===== src/rtl/unidad_control_riesgos.sv =====
// Hazard/stall scheduler for the 5-stage MIPS pipeline.
// Drives the enable/flush/bubble controls of the PC and the pipeline buffers.
// It handles load-use stalls, taken-branch flushes and variable-latency
// data-memory waits. A memory wait that runs too long ends in a sticky error.
// It also keeps saturating performance counters.
//
// Ports:
//   clk, reset (async, active-high)
//   leer_mem_EX, reg_destino_EX    load in EX and its destination register
//   rs_ID, rt_ID, usa_rt_ID        source registers of the instruction in ID
//   salto_tomado_EX                branch/jump resolved taken in EX
//   solicitud_mem_MEM, listo_mem   data-memory request / completion
//   escribir_PC .. burbuja_MEM_WB  pipeline controls (combinational)
//   error_timeout                  sticky memory-timeout flag
//   cont_bloqueos, cont_vaciados   saturating stall / flush counters
// MAX_ESPERA must be at least 2.
module unidad_control_riesgos #(
  parameter int unsigned ANCHO_CONT = 16,
  parameter int unsigned MAX_ESPERA = 15
) (
  input  logic                  clk,
  input  logic                  reset,
  input  logic                  leer_mem_EX,
  input  logic [4:0]            reg_destino_EX,
  input  logic [4:0]            rs_ID,
  input  logic [4:0]            rt_ID,
  input  logic                  usa_rt_ID,
  input  logic                  salto_tomado_EX,
  input  logic                  solicitud_mem_MEM,
  input  logic                  listo_mem,
  output logic                  escribir_PC,
  output logic                  escribir_IF_ID,
  output logic                  limpiar_IF_ID,
  output logic                  habilitar_ID_EX,
  output logic                  limpiar_ID_EX,
  output logic                  habilitar_EX_MEM,
  output logic                  burbuja_MEM_WB,
  output logic                  error_timeout,
  output logic [ANCHO_CONT-1:0] cont_bloqueos,
  output logic [ANCHO_CONT-1:0] cont_vaciados
);

  localparam int unsigned AnchoEspera = $clog2(MAX_ESPERA + 1);

  typedef enum logic [1:0] {Correr, EsperaMem, Error} estado_t;

  estado_t                estado_q, estado_d;
  logic [AnchoEspera-1:0] espera_q, espera_d;
  logic [AnchoEspera-1:0] espera_inc;
  logic                   error_q, error_d;

  logic mem_espera;
  logic carga_uso;
  logic salto_aplicado;
  logic carga_aplicada;

  assign espera_inc = espera_q + AnchoEspera'(1);

  // Control outputs: priority ERROR > memory wait > branch > load-use.
  always_comb begin
    mem_espera = solicitud_mem_MEM & ~listo_mem & (estado_q != Error);
    carga_uso  = leer_mem_EX & (|reg_destino_EX) &
                 ((reg_destino_EX == rs_ID) | (usa_rt_ID & (reg_destino_EX == rt_ID)));

    escribir_PC      = 1'b1;
    escribir_IF_ID   = 1'b1;
    limpiar_IF_ID    = 1'b0;
    habilitar_ID_EX  = 1'b1;
    limpiar_ID_EX    = 1'b0;
    habilitar_EX_MEM = 1'b1;
    burbuja_MEM_WB   = 1'b0;
    salto_aplicado   = 1'b0;
    carga_aplicada   = 1'b0;

    if (reset) begin
      escribir_PC      = 1'b0;
      escribir_IF_ID   = 1'b0;
      habilitar_ID_EX  = 1'b0;
      habilitar_EX_MEM = 1'b0;
    end else if ((estado_q == Error) || mem_espera) begin
      // Freeze everything; MEM/WB gets a bubble so a stalled access never writes back.
      escribir_PC      = 1'b0;
      escribir_IF_ID   = 1'b0;
      habilitar_ID_EX  = 1'b0;
      habilitar_EX_MEM = 1'b0;
      burbuja_MEM_WB   = 1'b1;
    end else if (salto_tomado_EX) begin
      // The ID instruction is squashed, so any load-use match is irrelevant.
      limpiar_IF_ID  = 1'b1;
      limpiar_ID_EX  = 1'b1;
      salto_aplicado = 1'b1;
    end else if (carga_uso) begin
      escribir_PC    = 1'b0;
      escribir_IF_ID = 1'b0;
      limpiar_ID_EX  = 1'b1;
      carga_aplicada = 1'b1;
    end
  end

  // Next-state logic for the memory-wait FSM.
  always_comb begin
    estado_d = estado_q;
    espera_d = espera_q;
    error_d  = error_q;
    unique case (estado_q)
      Correr: begin
        if (mem_espera) begin
          estado_d = EsperaMem;
          espera_d = AnchoEspera'(1);
        end
      end
      EsperaMem: begin
        // A dropped request counts as completion, same as listo_mem.
        if (!mem_espera) begin
          estado_d = Correr;
          espera_d = '0;
        end else begin
          espera_d = espera_inc;
          if (espera_inc == AnchoEspera'(MAX_ESPERA)) begin
            estado_d = Error;
            error_d  = 1'b1;
          end
        end
      end
      Error: begin
        error_d = 1'b1;
      end
      default: begin
        estado_d = Correr;
        espera_d = '0;
      end
    endcase
  end

  always_ff @(posedge clk or posedge reset) begin
    if (reset) begin
      estado_q      <= Correr;
      espera_q      <= '0;
      error_q       <= 1'b0;
      cont_bloqueos <= '0;
      cont_vaciados <= '0;
    end else begin
      estado_q <= estado_d;
      espera_q <= espera_d;
      error_q  <= error_d;
      if ((mem_espera || carga_aplicada) && (cont_bloqueos != '1)) begin
        cont_bloqueos <= cont_bloqueos + ANCHO_CONT'(1);
      end
      if (salto_aplicado && (cont_vaciados != '1)) begin
        cont_vaciados <= cont_vaciados + ANCHO_CONT'(1);
      end
    end
  end

  assign error_timeout = error_q;

endmodule

===== config.mk =====
export PLATFORM = sky130hd
export DESIGN_NAME = unidad_control_riesgos
export DESIGN_NICKNAME = d
export VERILOG_FILES = /design/src/rtl/unidad_control_riesgos.sv
export SDC_FILE = /design/constraint.sdc
export NUM_CORES = 1
export LEC_CHECK = 0
export CORE_ASPECT_RATIO = 1.25
export CORE_UTILIZATION = 35
export CTS_CLUSTER_DIAMETER = 150
export DETAILED_ROUTE_END_ITERATION = 8
export HOLD_SLACK_MARGIN = 0.12
export PLACE_DENSITY = 0.69
export SETUP_SLACK_MARGIN = 0.2
export SYNTH_ARGS = -nofsm -noshare
export SYNTH_HDL_FRONTEND = slang
export SYNTH_SLANG_ARGS = --single-unit

===== constraint.sdc =====
create_clock -name clk -period 2.4 [get_ports clk]
set_input_delay 0.48 -clock clk [delete_from_list [all_inputs] [get_ports clk]]
set_output_delay 0.48 -clock clk [all_outputs]
set_load 0.05 [all_outputs]

Yosys cells after proc, flatten, opt, wreduce, memory -nomap -nowiden
Index checks and enable logic that the tools add are counted.
{"block": "totals", "output_inout_bits": 40, "ff_bits": 39, "inputBits": 22, "word_cells": 66}
{"block": "classes", "n_addsub": 3, "n_reduce_logical": 10, "bitwise": 8, "eq_ne": 12, "muxes": 28}
{"cell": "16-bit by 1-bit adder with 16-bit output, second input constant", "n": 2}
{"cell": "16-bit inequality test, second input constant", "n": 2}
{"cell": "1-bit 2-to-1 mux", "n": 20}
{"cell": "4-bit one-hot mux with 3 select lines", "n": 1}
{"cell": "5-bit == test", "n": 2}
{"cell": "4-bit 2-to-1 mux", "n": 2}
{"cell": "2-bit inequality test, second input constant", "n": 4}
{"cell": "2-bit 2-to-1 mux", "n": 3}
{"cell": "2-bit one-hot mux with 3 select lines", "n": 1}
{"cell": "3-bit AND reduction", "n": 2}
{"cell": "1-bit bitwise AND", "n": 5}
{"cell": "5-bit OR reduction", "n": 1}
{"cell": "4-bit by 1-bit adder with 4-bit output, second input constant", "n": 1}
{"cell": "4-bit == test, second input constant", "n": 1}
{"cell": "3-bit inequality test, second input constant", "n": 1}
{"cell": "2-bit by 1-bit == test with 1-bit output, second input constant", "n": 1}
{"cell": "2-bit == test, second input constant", "n": 1}
{"cell": "1-bit logical AND", "n": 2}
{"cell": "2-bit zero test", "n": 1}
{"cell": "1-bit logical OR", "n": 2}
{"cell": "1-bit inverter", "n": 2}
{"cell": "1-bit one-hot mux with 2 select lines", "n": 1}
{"cell": "2-bit AND reduction", "n": 1}
{"cell": "2-bit nonzero test", "n": 1}
{"cell": "1-bit OR", "n": 1}

Longest topological paths before layout
{"block": "depth", "word_depth": 10, "ltp_mapped": 8}

Least setup slack after synthesis
Ideal clock, no wire load.
{"block": "synth_path", "kind": "input-to-output", "from": "in reg_destino_EX[1]", "to": "out escribir_PC", "slack_ns": -0.403, "arrival_time_ns": 2.323, "required_ns": 1.920, "cell_stages": 5, "cell_sequence": "or4_1 -> o21ai_0 -> nor3_1 -> nor2_1 -> buf_4"}
{"block": "synth_via", "elab_chain_cells": 8, "elab_cells_between_ends": 11, "classes_between": "eq/ne (2); mux (4); bitwise (4); reduce/logical (1)"}
{"item": "from (decl)", "line_no": "24", "text": "input logic [4:0] reg_destino_EX,"}
{"item": "5-bit == test", "line_no": "63", "text": "((reg_destino_EX == rs_ID) | (usa_rt_ID & (reg_destino_EX == rt_ID)));"}
{"item": "1-bit bitwise AND", "line_no": "63"}
{"item": "1-bit OR", "line_no": "63"}
{"item": "1-bit bitwise AND *", "line_no": "62", "text": "carga_uso = leer_mem_EX & (|reg_destino_EX) &"}
{"item": "1-bit 2-to-1 mux * (4 in series)"}
{"item": "to (decl)", "line_no": "31", "text": "output logic escribir_PC,"}
Every way passes the cells marked *; elsewhere a longest branch is shown, timed or not.

Worst setup path after layout
{"block": "layout_path", "from": "in reg_destino_EX[3]", "to": "out escribir_IF_ID"}
{"block": "layout_via", "elab_chain_cells": 8, "elab_cells_between_ends": 11, "classes_between": "eq/ne (2); mux (4); bitwise (4); reduce/logical (1)"}
{"item": "5-bit == test", "line_no": "63"}
{"item": "1-bit bitwise AND", "line_no": "63"}
{"item": "1-bit OR", "line_no": "63"}
{"item": "1-bit bitwise AND *", "line_no": "62"}
{"item": "1-bit 2-to-1 mux *", "line_no": "92", "text": "end else if (carga_uso) begin"}
{"item": "1-bit 2-to-1 mux *", "line_no": "87", "text": "end else if (salto_tomado_EX) begin"}
{"item": "1-bit 2-to-1 mux *", "line_no": "80", "text": "end else if ((estado_q == Error) || mem_espera) begin"}
{"item": "1-bit 2-to-1 mux *", "line_no": "75", "text": "if (reset) begin"}
{"item": "to (decl)", "line_no": "32", "text": "output logic escribir_IF_ID,"}
Marked as above.

==> results summary <==
STA classifies the critical path startpoint as a primary input. The path class of the tightest hold or removal check is in2async. The total of fill cells in the finished design is 486.

The number of failing hold endpoints at the final stage came out at 0. Of the total power, the share spent switching nets is 0.417. The total setup violations reported at the end of the flow is 0.

After detailed routing, the average wire length per cell comes to 14.4 µm. The die covers 0.00614 mm². In the post-synthesis netlist, the cell with the most instances is sky130_fd_sc_hd__dfrtp_1. The area used by multi-input combinational logic is 0.00114 mm². The final RePlAce weighted congestion came out at 0.765. The effective utilization at floorplan is 0.370. Port buffering added 61 buffers. The global-route wire length before repair is 8190 µm. The maximum number of buffers from clock root to sink is 2. The H-tree was split into 2 levels. The placeable core region came out at 0.00552 mm². The relative contribution of the clock network to total power came out at 0.193. The number of global-route vias before repair came out at 1,798. In the finished design, the share of the clock period the worst path needs comes to 0.921. The floorplan has 30 rows. The total iterations of the first detailed-routing run came out at 4. By area the synthesized netlist is led by sky130_fd_sc_hd__dfrtp_1, sky130_fd_sc_hd__xnor2_1, sky130_fd_sc_hd__xor2_1. The number of diodes is 0. The net count of the finished layout is 314. The setup path with the least slack is of type in2out. The maximum fanout along the worst path is 3. Entering global routing, the biggest net connects 29 pins. The max-capacitance violation count is 0. Final hold analysis gives a worst-case slack of 0.489 ns.

The pin slew with the least headroom to its limit came out at 0.568 ns. The overall routing resource usage came out at 0.169. Setup repair after global routing could not meet its margin everywhere.

The fraction of the yosys area taken by sequential cells came out at 0.478. The highest clock rate came out at 0.452 GHz. TritonCTS built the clock tree. The run finished with clean final reports. The minimum clock period after layout is 2.21 ns. The critical path arrival came out at 1.73 ns. Yosys mapped the design onto 33 distinct sky130hd cell types. The CTS sink count came out at 39. The post-synthesis sequential element count is 39.

The total global routing overflow is 0. Summed over all instances, the cell type with the most area after synthesis is sky130_fd_sc_hd__dfrtp_1. For this design the top-level I/O count stands at 62. The share of synthesized area in the top cell type comes to 0.478. The fraction of final layout cells with drive strength greater than 1 came out at 0.260. Of the total power, combinational logic draws 0.402. TritonCTS created 5 clock buffers. Clock skew on the completed layout was measured at 0.00852 ns. The final routed DRC violation total is 0. The initial antenna violation count was 0. The net switching power figure came out at 938 µW. The most common flop cell mapped by yosys is sky130_fd_sc_hd__dfrtp_1. The standby leakage power is 0.00136 µW.

The net count after synthesis is 225. The final route contains 1,781 vias. The register-to-register setup slack came out at 0.29 ns.

The total wirelength of the detailed-routed design is 5080 µm. The endpoint identified for the worst register-to-register timing path is cont_bloqueos[1]$_DFFE_PP0P_. The share of flip-flops with an asynchronous set or reset is 1.00.

Relative to the synthesized area, the layout overhead comes to 55.8%. The area of all placed cells without fillers came out at 0.00318 mm². The final design utilization came out at 0.576. The aggregate negative setup slack came out at 0 ns.

In this run, post-CTS hold repair placed 0 buffers. The insertion delay to the later sink of the worst-skew pair came out at 0.29 ns. The post-CTS clock slew at the launch and capture registers of the worst setup and hold paths is 0.07 ns.

The combined area of all synthesized cells came out at 0.00204 mm². Internal power comes to 1310 µW. The combined flip-flop and latch cell area is 978 µm².

The number of cell instances on the worst register-to-register path came out at 7. The placed instances occupy a cell area of 0.00298 mm². Counting instances in the post-synthesis netlist gives the leading cell types as sky130_fd_sc_hd__dfrtp_1, sky130_fd_sc_hd__xnor2_1, sky130_fd_sc_hd__nand2_1. The worst slew margin relative to its limit is 0.621.

The tree is rooted in a sky130_fd_sc_hd__clkbuf_8. The via count normalized by instance count is 5.05. The areal power density over the cells is 708 mW/mm². The starting DRC count in detailed routing is 85. The startpoint identified for the worst register-to-register timing path is cont_bloqueos[0]$_DFFE_PP0P_. A synthesized cell averages 10.3 µm². The number of enable flip-flop cells after synthesis came out at 0. The total half-perimeter wirelength after legalization and detailed placement is 3680 µm. The floorplan step set the die height to 87.4 µm. The width of the chip came out at 70.3 µm.

Data on the critical path is required at its endpoint by 1.92 ns. For this run, the number of Yosys warnings is 0. The max-slew violation total from the final report came out at 0. VDD sags by at most 745 µV. Synthesis produced 199 cells. The detail route stage leaves a number of antenna-violating nets equal to 0.

The type of destination of the critical path is an output pin. The share of total power dissipated in sequential elements is 0.405.
==> through the flow <==
stage	std cells	setup slack, ns	total power [µW]
2_1_floorplan	199	0.0400	1460
3_3_place_gp	338	-0.306	1810
3_5_place_dp	338	-0.316	1820
4_1_cts	349	0.162	2260
5_1_grt	353	0.104	2370
6_report	353	0.189	2250
==> routing by layer <==
layer  global-route usage  up-vias  routed length (µm)
li1                     -      873                   -
met1                0.197      858                2180
met2                0.294       43                2530
met3               0.0532        7                 288
met4               0.0545        0                  74
met5                    0        -                   0
==> layout by cell type (no fill, tap or decap), types with 2 or more instances in the layout <==
cell type,instances
sky130_fd_sc_hd__xnor2_1,29
sky130_fd_sc_hd__buf_4,18
sky130_fd_sc_hd__buf_2,4
sky130_fd_sc_hd__nor2b_4,2
sky130_fd_sc_hd__nor2_1,11
sky130_fd_sc_hd__ha_1,4
sky130_fd_sc_hd__nor3_2,3
sky130_fd_sc_hd__nand2_2,4
sky130_fd_sc_hd__inv_1,2
sky130_fd_sc_hd__nand2b_1,2
sky130_fd_sc_hd__nand2_1,17
sky130_fd_sc_hd__buf_12,7
sky130_fd_sc_hd__nand3b_1,3
sky130_fd_sc_hd__o21ai_0,4
sky130_fd_sc_hd__clkinvlp_4,2
sky130_fd_sc_hd__clkdlybuf4s15_1,3
sky130_fd_sc_hd__clkdlybuf4s50_1,36
sky130_fd_sc_hd__nand4_1,17
sky130_fd_sc_hd__nor4_2,2
sky130_fd_sc_hd__buf_6,7
sky130_fd_sc_hd__and3_1,6
sky130_fd_sc_hd__xor2_1,13
sky130_fd_sc_hd__nand3_1,12
sky130_fd_sc_hd__dfrtp_1,37
sky130_fd_sc_hd__clkbuf_8,5
sky130_fd_sc_hd__or4_4,2
sky130_fd_sc_hd__and4_1,2
sky130_fd_sc_hd__nand3_2,2
sky130_fd_sc_hd__dfrtp_2,2
sky130_fd_sc_hd__dlygate4sd2_1,8
==> worst max path at each step <==
stage | cells past startpoint | start | to
floorplan | 5 | reg_destino_EX[1] | escribir_PC
global placement | 7 | listo_mem | cont_bloqueos[1]$_DFFE_PP0P_
detailed placement | 7 | listo_mem | cont_bloqueos[1]$_DFFE_PP0P_
CTS | 8 | reg_destino_EX[3] | limpiar_ID_EX
global route | 9 | reg_destino_EX[3] | limpiar_ID_EX
finish | 7 | reg_destino_EX[3] | escribir_IF_ID
==> logic make-up after synthesis <==
logic type,share of synthesized area
simple gates,0.246
flops,0.478
compound gates,0.0411
mux,0.00552
xor+xnor,0.185
fa+ha+maj,0.0245
buf+inv,0.0202
==> registers in the layout, summed over array words and instances, names as in the netlist <==
name	cells
estado_q	2
espera_q	4
cont_vaciados	16
error_timeout	1
cont_bloqueos	16
==> area by class of cell <==
type | instances | share of cell area
Sequential cell | 39 | 0.308
Timing Repair Buffer | 86 | 0.277
Clock inverter | 2 | 0.00394
Clock buffer | 6 | 0.0228
Inverter | 3 | 0.00472
Multi-Input combinational cell | 153 | 0.359
Tap cell | 64 | 0.0252
==> critical path, stage by stage <==
cell and delay (ns):
sky130_fd_sc_hd__buf_8 0.10, sky130_fd_sc_hd__or4_4 0.53, sky130_fd_sc_hd__o21ai_2 0.14, sky130_fd_sc_hd__buf_6 0.13, sky130_fd_sc_hd__nor3_4 0.04, sky130_fd_sc_hd__nor2_4 0.15, sky130_fd_sc_hd__buf_12 0.16
==> power groups by stage <==
stage	sequential [µW]	combinational, µW	clock (µW)
2_1_floorplan	1210	255	0
3_3_place_gp	921	886	0
3_5_place_dp	923	897	0
4_1_cts	914	901	448
5_1_grt	933	960	481
6_report	912	905	433
==> repair_timing <==
action,CTS,global route
hold endpoints to repair,0,0
gates cloned,0,1
pin swaps,21,10
endpoints found under the setup margin,33,20
buffers inserted,3,3
resized for setup,50,11
Note: power is estimated with default switching activity, not from simulation.
